## config.mk

```make
export PLATFORM = sky130hd
export DESIGN_NAME = simplebus_master
export DESIGN_NICKNAME = d
export VERILOG_FILES = /design/src/rtl/simplebus_pkg.sv /design/src/rtl/simplebus_req_fifo.sv /design/src/rtl/simplebus_master.sv
export SDC_FILE = /design/constraint.sdc
export NUM_CORES = 1
export LEC_CHECK = 0
export BUFFER_PORTS_ARGS = -buffer_cell sky130_fd_sc_hd__buf_2
export CAP_MARGIN = 20
export CORE_MARGIN = 5
export CORE_UTILIZATION = 40
export CTS_BUF_LIST = sky130_fd_sc_hd__clkbuf_4 sky130_fd_sc_hd__clkbuf_8
export CTS_CLUSTER_DIAMETER = 60
export DETAILED_ROUTE_END_ITERATION = 10
export PLACE_DENSITY_LB_ADDON = 0.1
export SYNTH_ARGS = -nofsm -noshare
export SYNTH_HDL_FRONTEND = slang
export SYNTH_SLANG_ARGS = --single-unit
export TNS_END_PERCENT = 5
```

## constraint.sdc

```tcl
create_clock -name clk -period 3.1 [get_ports clk]
set_input_delay 0.31 -clock clk [delete_from_list [all_inputs] [get_ports clk]]
set_output_delay 0.31 -clock clk [all_outputs]
set_load 0.01 [all_outputs]
```

## src/rtl/simplebus_pkg.sv

```systemverilog
// SimpleBus shared types: op codes, master FSM states,
// default widths and the request record.
package simplebus_pkg;

  localparam int SB_ADDR_W = 16;
  localparam int SB_DATA_W = 16;

  typedef enum logic {
    SB_READ  = 1'b0,
    SB_WRITE = 1'b1
  } sb_op_e;

  typedef enum logic [1:0] {
    IDLE,
    CMD,
    WAIT,
    RSP
  } sb_state_e;

  typedef struct packed {
    sb_op_e                op;
    logic [SB_ADDR_W-1:0]  addr;
    logic [SB_DATA_W-1:0]  wdata;
  } sb_req_t;

endpackage

```

## src/rtl/simplebus_req_fifo.sv

```systemverilog
// Request FIFO for the SimpleBus master.
// Pointers carry an extra wrap bit to tell full from empty.
module simplebus_req_fifo #(
  parameter int W     = 33,
  parameter int DEPTH = 4
) (
  input  logic         clk,
  input  logic         rst_n,
  input  logic         push,
  input  logic [W-1:0] push_data,
  input  logic         pop,
  output logic [W-1:0] pop_data,
  output logic         full,
  output logic         empty
);

  localparam int AW = $clog2(DEPTH);

  logic [AW:0]  wr_ptr;
  logic [AW:0]  rd_ptr;
  logic [W-1:0] mem [DEPTH];
  logic         push_ok;
  logic         pop_ok;

  assign push_ok = push && !full;
  assign pop_ok  = pop && !empty;

  always_ff @(posedge clk or negedge rst_n) begin
    if (!rst_n) begin
      wr_ptr <= '0;
      rd_ptr <= '0;
    end else begin
      if (push_ok) wr_ptr <= wr_ptr + 1'b1;
      if (pop_ok)  rd_ptr <= rd_ptr + 1'b1;
    end
  end

  always_ff @(posedge clk) begin
    if (push_ok) mem[wr_ptr[AW-1:0]] <= push_data;
  end

  assign pop_data = mem[rd_ptr[AW-1:0]];
  assign empty    = (wr_ptr == rd_ptr);
  assign full     = (wr_ptr[AW] != rd_ptr[AW]) &&
                    (wr_ptr[AW-1:0] == rd_ptr[AW-1:0]);

endmodule

```

## src/rtl/simplebus_master.sv

```systemverilog
// SimpleBus initiator: FIFO-buffered requests, one command per issue.
// SIMPLEBUS_MASTER_WR_ACK_EN adds a response for every write.
module simplebus_master
  import simplebus_pkg::*;
#(
  parameter int ADDR_W     = SB_ADDR_W,
  parameter int DATA_W     = SB_DATA_W,
  parameter int REQ_DEPTH  = 4,
  parameter int RD_LATENCY = 1
) (
  input  logic              clk,
  input  logic              rst_n,
  input  logic              req_valid,
  output logic              req_ready,
  input  logic              req_op,
  input  logic [ADDR_W-1:0] req_addr,
  input  logic [DATA_W-1:0] req_wdata,
  output logic              rsp_valid,
  input  logic              rsp_ready,
  output logic              rsp_op,
  output logic [DATA_W-1:0] rsp_rdata,
  output logic              bus_cmd_valid,
  output logic              bus_op,
  output logic [ADDR_W-1:0] bus_addr,
  output logic [DATA_W-1:0] bus_wr_data,
  input  logic [DATA_W-1:0] bus_rd_data,
  output logic              busy
);

  localparam int RW = 1 + ADDR_W + DATA_W;
  localparam int CW = $clog2(RD_LATENCY + 1);

  typedef struct packed {
    logic              op;
    logic [ADDR_W-1:0] addr;
    logic [DATA_W-1:0] wdata;
  } req_t;

  req_t      head;
  logic      full;
  logic      empty;
  logic      pop;
  logic      do_issue;
  sb_state_e state, state_n;
  logic [CW-1:0] cnt, cnt_n;
  logic      cmd_n;
  logic      bus_op_n;
  logic [ADDR_W-1:0] bus_addr_n;
  logic [DATA_W-1:0] bus_wr_data_n;
  logic      rsp_valid_n;
  logic      rsp_op_n;
  logic [DATA_W-1:0] rsp_rdata_n;

  simplebus_req_fifo #(
    .W     (RW),
    .DEPTH (REQ_DEPTH)
  ) u_fifo (
    .clk       (clk),
    .rst_n     (rst_n),
    .push      (req_valid && !full),
    .push_data ({req_op, req_addr, req_wdata}),
    .pop       (pop),
    .pop_data  (head),
    .full      (full),
    .empty     (empty)
  );

  assign req_ready = !full;
  assign busy      = !empty || (state != IDLE);

  always_comb begin
    state_n       = state;
    cnt_n         = cnt;
    do_issue      = 1'b0;
    pop           = 1'b0;
    cmd_n         = 1'b0;
    bus_op_n      = bus_op;
    bus_addr_n    = bus_addr;
    bus_wr_data_n = bus_wr_data;
    rsp_valid_n   = rsp_valid;
    rsp_op_n      = rsp_op;
    rsp_rdata_n   = rsp_rdata;
    unique case (state)
      IDLE: do_issue = !empty;
      CMD: begin
        if (bus_op == SB_WRITE) begin
`ifdef SIMPLEBUS_MASTER_WR_ACK_EN
          rsp_valid_n = 1'b1;
          rsp_op_n    = 1'b1;
          rsp_rdata_n = '0;
          state_n     = RSP;
`else
          state_n  = IDLE;
          do_issue = !empty;
`endif
        end else begin
          cnt_n   = CW'(RD_LATENCY);
          state_n = WAIT;
        end
      end
      WAIT: begin
        cnt_n = cnt - 1'b1;
        if (cnt == CW'(1)) begin
          rsp_valid_n = 1'b1;
          rsp_op_n    = 1'b0;
          rsp_rdata_n = bus_rd_data;
          state_n     = RSP;
        end
      end
      RSP: begin
        // handshake edge may issue the next request directly
        if (rsp_ready) begin
          rsp_valid_n = 1'b0;
          state_n     = IDLE;
          do_issue    = !empty;
        end
      end
      default: state_n = IDLE;
    endcase
    if (do_issue) begin
      pop           = 1'b1;
      cmd_n         = 1'b1;
      bus_op_n      = head.op;
      bus_addr_n    = head.addr;
      bus_wr_data_n = head.wdata;
      state_n       = CMD;
    end
  end

  always_ff @(posedge clk or negedge rst_n) begin
    if (!rst_n) begin
      state         <= IDLE;
      cnt           <= '0;
      bus_cmd_valid <= 1'b0;
      bus_op        <= 1'b0;
      bus_addr      <= '0;
      bus_wr_data   <= '0;
      rsp_valid     <= 1'b0;
      rsp_op        <= 1'b0;
      rsp_rdata     <= '0;
    end else begin
      state         <= state_n;
      cnt           <= cnt_n;
      bus_cmd_valid <= cmd_n;
      bus_op        <= bus_op_n;
      bus_addr      <= bus_addr_n;
      bus_wr_data   <= bus_wr_data_n;
      rsp_valid     <= rsp_valid_n;
      rsp_op        <= rsp_op_n;
      rsp_rdata     <= rsp_rdata_n;
    end
  end

endmodule

```

# == Word level (Yosys, flattened, before mapping) ==
# Memories as Yosys holds them, arrays and structs flattened. A register that Yosys moved wholly into a read port is not among the register bits.
# Index checks and enable logic that the tools add are counted.
# word_totals
regBits,27
latchBits,0
ram_bits,132
mem_bits_ro,0
output_inout_bits,54
wordCells,55
n_memories,1
# mem_list
memory,depth,word_bits,rd,rd_ports_with_merged_regs,wr,line_no,text
u_fifo.mem,4,33,1,1,1,simplebus_req_fifo.sv:21,logic [W-1:0] mem [DEPTH];
# op_classes
n_addsub,3
n_mul,0
n_div,0
magnitude_cmp,0
eq_ne,11
shifts,0
n_mux,16
bitwise,0
reduce_logical,17
# op_table
cell,count
1-bit two-way mux,8
2-bit two-way mux,4
"3-bit by 1-bit adder with 3-bit output, second input constant",2
"2-bit != test, second input constant",3
"3-bit != test, second input constant",2
2-bit one-hot mux with 3 select lines,1
3-bit AND reduction,2
2-bit nonzero test,3
"2-bit == test, second input constant",2
1-bit logical AND,4
1-bit one-hot mux with 2 select lines,2
2-bit AND reduction,2
4-bit nonzero test,1
3-bit == test,1
1-bit logical NOT,3
1-bit one-hot mux with 3 select lines,1
"2-bit by 1-bit == test with 1-bit output, second input constant",1
2-bit == test,1
2-bit logical NOT,1
1-bit logical OR,1
1-bit != test,1
"1-bit subtractor, second input constant",1

# == Longest topological paths before layout ==
# logic_depth
ltp_word,7
ltp_mapped,6
mapped_depth_nobuf,4

# == Hierarchy ==
# A second synthesis with hierarchy kept.
# hier_totals
hier_cells,351
area_unflattened_um2,7470.9
# by_module_without_submodules
module,n_inst,cells_each,area_each_um2,seq_area_each_um2
simplebus_req_fifo,1,221,5277.6,4113.9
simplebus_master,1,130,2193.4,1351.3

# == Worst setup path before layout ==
# Ideal clock, no wire load.
# synth_timing
kind,reg2reg
startpoint,register u_fifo.rd_ptr[1]
endpoint,"memory u_fifo.mem[3][0], enable pin"
t_arrival_ps,1817
required_ps,2705
path_slack_ps,888
path_stages_with_launch,5
n_path_buf,1
cell_sequence,dfrtp_1 > buf_2 > xnor2_2 > nand3_1 > and3_1
# synth_between
elab_chain_len,7
# synth_lines
element,line_no,text
from (decl),simplebus_req_fifo.sv:20,logic [AW:0] rd_ptr;
from (signal assigned),simplebus_req_fifo.sv:34,if (pop_ok) rd_ptr <= rd_ptr + 1'b1;
2-bit == test *,simplebus_req_fifo.sv:45,(wr_ptr[AW-1:0] == rd_ptr[AW-1:0]);
1-bit logical AND *,simplebus_req_fifo.sv:44,assign full = (wr_ptr[AW] != rd_ptr[AW]) &&
1-bit logical NOT *,-,
named net req_ready,simplebus_master.sv:14,"output logic req_ready,"
1-bit logical AND,simplebus_master.sv:60,".push (req_valid && !full),"
1-bit logical AND *,simplebus_req_fifo.sv:25,assign push_ok = push && !full;
1-bit two-way mux *,simplebus_req_fifo.sv:39,if (push_ok) mem[wr_ptr[AW-1:0]] <= push_data;
1-bit two-way mux (not written as such) *,simplebus_req_fifo.sv:39,
to (decl),simplebus_req_fifo.sv:21,
# The timed path passes the listed nets; every way through them passes the cells marked *.

# == Final worst setup path ==
# layout_timing
startpoint,register u_fifo.rd_ptr[2]
endpoint,output port busy
# layout_between
elab_chain_len,3
# layout_lines
element,line_no,text
3-bit == test,simplebus_req_fifo.sv:43,assign empty = (wr_ptr == rd_ptr);
1-bit logical NOT,simplebus_master.sv:69,assign busy = !empty || (state != IDLE);
1-bit logical OR,simplebus_master.sv:69,
to (decl),simplebus_master.sv:27,output logic busy
# No other way between the ends.

==> flow_metrics.env <==
export IMPL_status="completed"
export IMPL_clk_pin_slew_worst_paths_ns=0.09
export IMPL_cts_root_buf="clkbuf_8"
export IMPL_fin_skew_ns=0.01107
export IMPL_vias_per_cell=4.940
export IMPL_peakVddDrop_mv=0.4210
export IMPL_tns_ns=0
export IMPL_critPathLaunchType="flop"
export IMPL_hold_viol=0
export IMPL_clk_path_buf_depth=2
export IMPL_antenna_found_initial=0
export IMPL_cts_sinks=192
export IMPL_seqPwrFrac_pct=44.1
export IMPL_cts_buffers_inserted=17
export IMPL_leakagePower_nw=3.263
export IMPL_maxCapViolCount=0
export IMPL_die_h_um=145.1
export IMPL_worst_ep_arrival_time_ns=1.82
export IMPL_vias=3433
export IMPL_wl_per_cell_um=19.38
export IMPL_hpwl_mm=8.094
export IMPL_place_gp_congestion=0.6691
export IMPL_grt_pass1_vias=3744
export IMPL_required_ns=2.79
export IMPL_cts_htree_levels=4
export IMPL_period_needed_ns=2.132
export IMPL_synth_area_mm2=0.007300
export IMPL_busiest_layer="met2"
export IMPL_areaGrowthSynthToFinish_pct=16.54
export IMPL_path_class="reg2out"
export IMPL_start_util_pct=40.64
export IMPL_p_switching_mw=2.796
export IMPL_clock_latency_ns=0.45
export IMPL_ioPinCount=107
export IMPL_ys_seq_area_share_pct=74.87
export IMPL_dieArea_mm2=0.02105
export IMPL_syn_avg_cell_area_um2=21.79
export IMPL_hold_class="in2reg"
export IMPL_fin_nets=511
export IMPL_grt_util_met2_pct=22.30
export IMPL_diodes=0
export IMPL_combPwrFrac_pct=38.4
export IMPL_grt_use_met1_pct=16.62
export IMPL_portBuffers=105
export IMPL_cts_tree="yes"
export IMPL_worst_slew_pin_slew_ns=0.9544
export IMPL_cts_repair_resized=0
export IMPL_synth_cell_types=28
export IMPL_grtUsageTotal_pct=13.40
export IMPL_total_power_mw=8.998
export IMPL_cp_max_fo=4
export IMPL_ys_ff_latch=192
export IMPL_grt_use_met3_pct=4.147
export IMPL_finalSetupViolCount=0
export IMPL_p_sw_share_pct=31.07
export IMPL_dr_first_iter_drc_count=133
export IMPL_finalCritPeriodShare_pct=68.76
export IMPL_max_freq_ghz=0.4691
export IMPL_grt_overflow=0
export IMPL_syn_inst=335
export IMPL_yosys_warnings=0
export IMPL_drive_above_1_share_pct=50.64
export IMPL_core_mm2=0.01796
export IMPL_die_w_um=145.1
export IMPL_syn_nets=393
export IMPL_row_count=49
export IMPL_drc=0
export IMPL_drt_first_pass_iters=4
export IMPL_rsz0062_at_grt="no"
export IMPL_cp_end_kind="output pin"
export IMPL_grt_max_degree=61
export IMPL_ant_nets=0
export IMPL_maxSlewHeadroom_pct=36.37
export IMPL_utilization_pct=47.36
export IMPL_grt_first_pass_wirelength_mm=21.59
export IMPL_maxSlewViolCount=0
export IMPL_routed_wl_mm=13.47
export IMPL_clkPwrFrac_pct=17.4
export IMPL_power_density_mw_per_mm2=1058
export IMPL_internal_power_mw=6.202
==> metrics by stage <==
| step | hold WS [ns] | instance area (µm²) | worst slack [ns] | instances |
|---|---|---|---|---|
| floorplan | 0.01441 | 7300 | 0.8881 | 335 |
| global placement | 0.4769 | 8115 | 1.009 | 662 |
| detailed placement | 0.4747 | 8115 | 0.9957 | 662 |
| CTS | 0.02889 | 8507 | 0.9196 | 695 |
| global route | 0.02096 | 8507 | 0.8700 | 695 |
| finish | 0.06360 | 8507 | 0.9683 | 695 |
==> area by class of cell <==
| cell class | instances | area [µm²] |
|---|---|---|
| fillers | 1530 | 9457 |
| flip-flops and latches | 192 | 5468 |
| repair buffers | 113 | 628.1 |
| inverters | 4 | 15.01 |
| clock inverters | 14 | 140.1 |
| clock buffers | 18 | 241.5 |
| well taps | 229 | 286.5 |
| multi-input cells | 125 | 1728 |
==> cells by family (layout without fill, tap and decap cells) <==
family                     Yosys count  after routing  share of synthesized area, %
xor gates and xnor gates             7              7                         1.046
AOI/OAI and AO/OA                    5              5                        0.3771
muxes                               84             84                         19.49
buffers and inverters               18            149                         1.525
adders and majority gates            5              5                        0.8570
and+or+nand+nor                     23             23                         1.783
DFF                                192            192                         74.87
other                                1              1                       0.05137
==> cells in the final DEF, fill, tap and decap left out, drive strengths merged, types with 4 or more instances in the layout <==
master / n
dfrtp: 60
edfxtp: 132
nand2: 9
and3: 4
buf: 112
ha: 5
mux2: 51
mux4: 33
xnor2: 5
clkinv: 6
clkbuf: 18
inv: 7
==> cells in the mapped netlist <==
master	count	area, µm²
nand3_1	1	5.000
nor3_1	2	10.01
a21oi_1	2	10.01
mux4_2	33	743.2
nand3_4	1	17.52
dfrtp_1	60	1501
xnor2_2	2	32.53
buf_2	5	25.02
nand2_1	9	33.78
buf_4	2	15.01
nand4_1	1	6.260
and3_1	4	25.02
mux2_4	28	420.4
nand3b_1	1	7.510
edfxtp_1	132	3964
nor2_1	2	7.510
buf_6	4	45.04
xor2_1	2	17.52
mux2_2	23	259.0
nand3b_2	1	11.26
inv_1	4	15.01
xnor2_1	3	26.28
o31ai_1	1	7.510
ha_1	5	62.56
o21ai_0	2	10.01
clkbuf_1	3	11.26
conb_1	1	3.750
or3_1	1	6.260
==> flip-flops by register name, indices dropped and copies added, names as in the netlist <==
register       count
rsp_valid          1
u_fifo.wr_ptr      3
bus_addr          16
state              2
u_fifo.mem       132
bus_wr_data       16
bus_op             1
bus_cmd_valid      1
rsp_rdata         16
u_fifo.rd_ptr      3
cnt                1
==> per-layer routing <==
| layer | routed length (µm) | vias to the layer above |
|---|---|---|
| met1 | 5658 | 1794 |
| met3 | 712 | 13 |
| met2 | 6869 | 81 |
| li1 | - | 1545 |
| met4 | 227 | 0 |
| met5 | 0 | - |
==> final timing paths <==
path,start,to,slack (ns),depth (start not counted)
max,u_fifo.rd_ptr[2]$_DFFE_PN0P_,busy,0.97,4
min,req_addr[5],u_fifo.mem[2][21]$_DFFE_PP_,0.06,1
max in group asynchronous,rst_n,u_fifo.rd_ptr[1]$_DFFE_PN0P_,1.98,2
min reg2reg,u_fifo.wr_ptr[2]$_DFFE_PN0P_,u_fifo.wr_ptr[2]$_DFFE_PN0P_,0.49,1
max reg2reg,u_fifo.wr_ptr[0]$_DFFE_PN0P_,u_fifo.mem[3][15]$_DFFE_PP_,1.03,3
min in group asynchronous,rst_n,rsp_rdata[15]$_DFFE_PN0P_,0.51,2
==> what timing repair did <==
item,in CTS,in global routing
hold buffers,1,0
buffers inserted,0,0
hold endpoints to repair,42,0
setup endpoints to repair,0,0
==> worst max-delay path, cell delays in order (launching register included) <==
cell and delay, ns:
dfrtp_1 0.41, xor2_1 0.20, nand3b_2 0.30, or3_1 0.33
buf_2 0.15
==> power by group through the flow <==
stage	Clock (mW)	Sequential [mW]	Combinational (mW)
detailed placement	0	4.04	3.57
global route	1.75	4.06	3.78
finish	1.57	3.97	3.46
global placement	0	4.00	3.52
CTS	1.63	3.98	3.58
floorplan	0	4.11	2.46
Note: power is estimated with default switching activity, not from simulation.
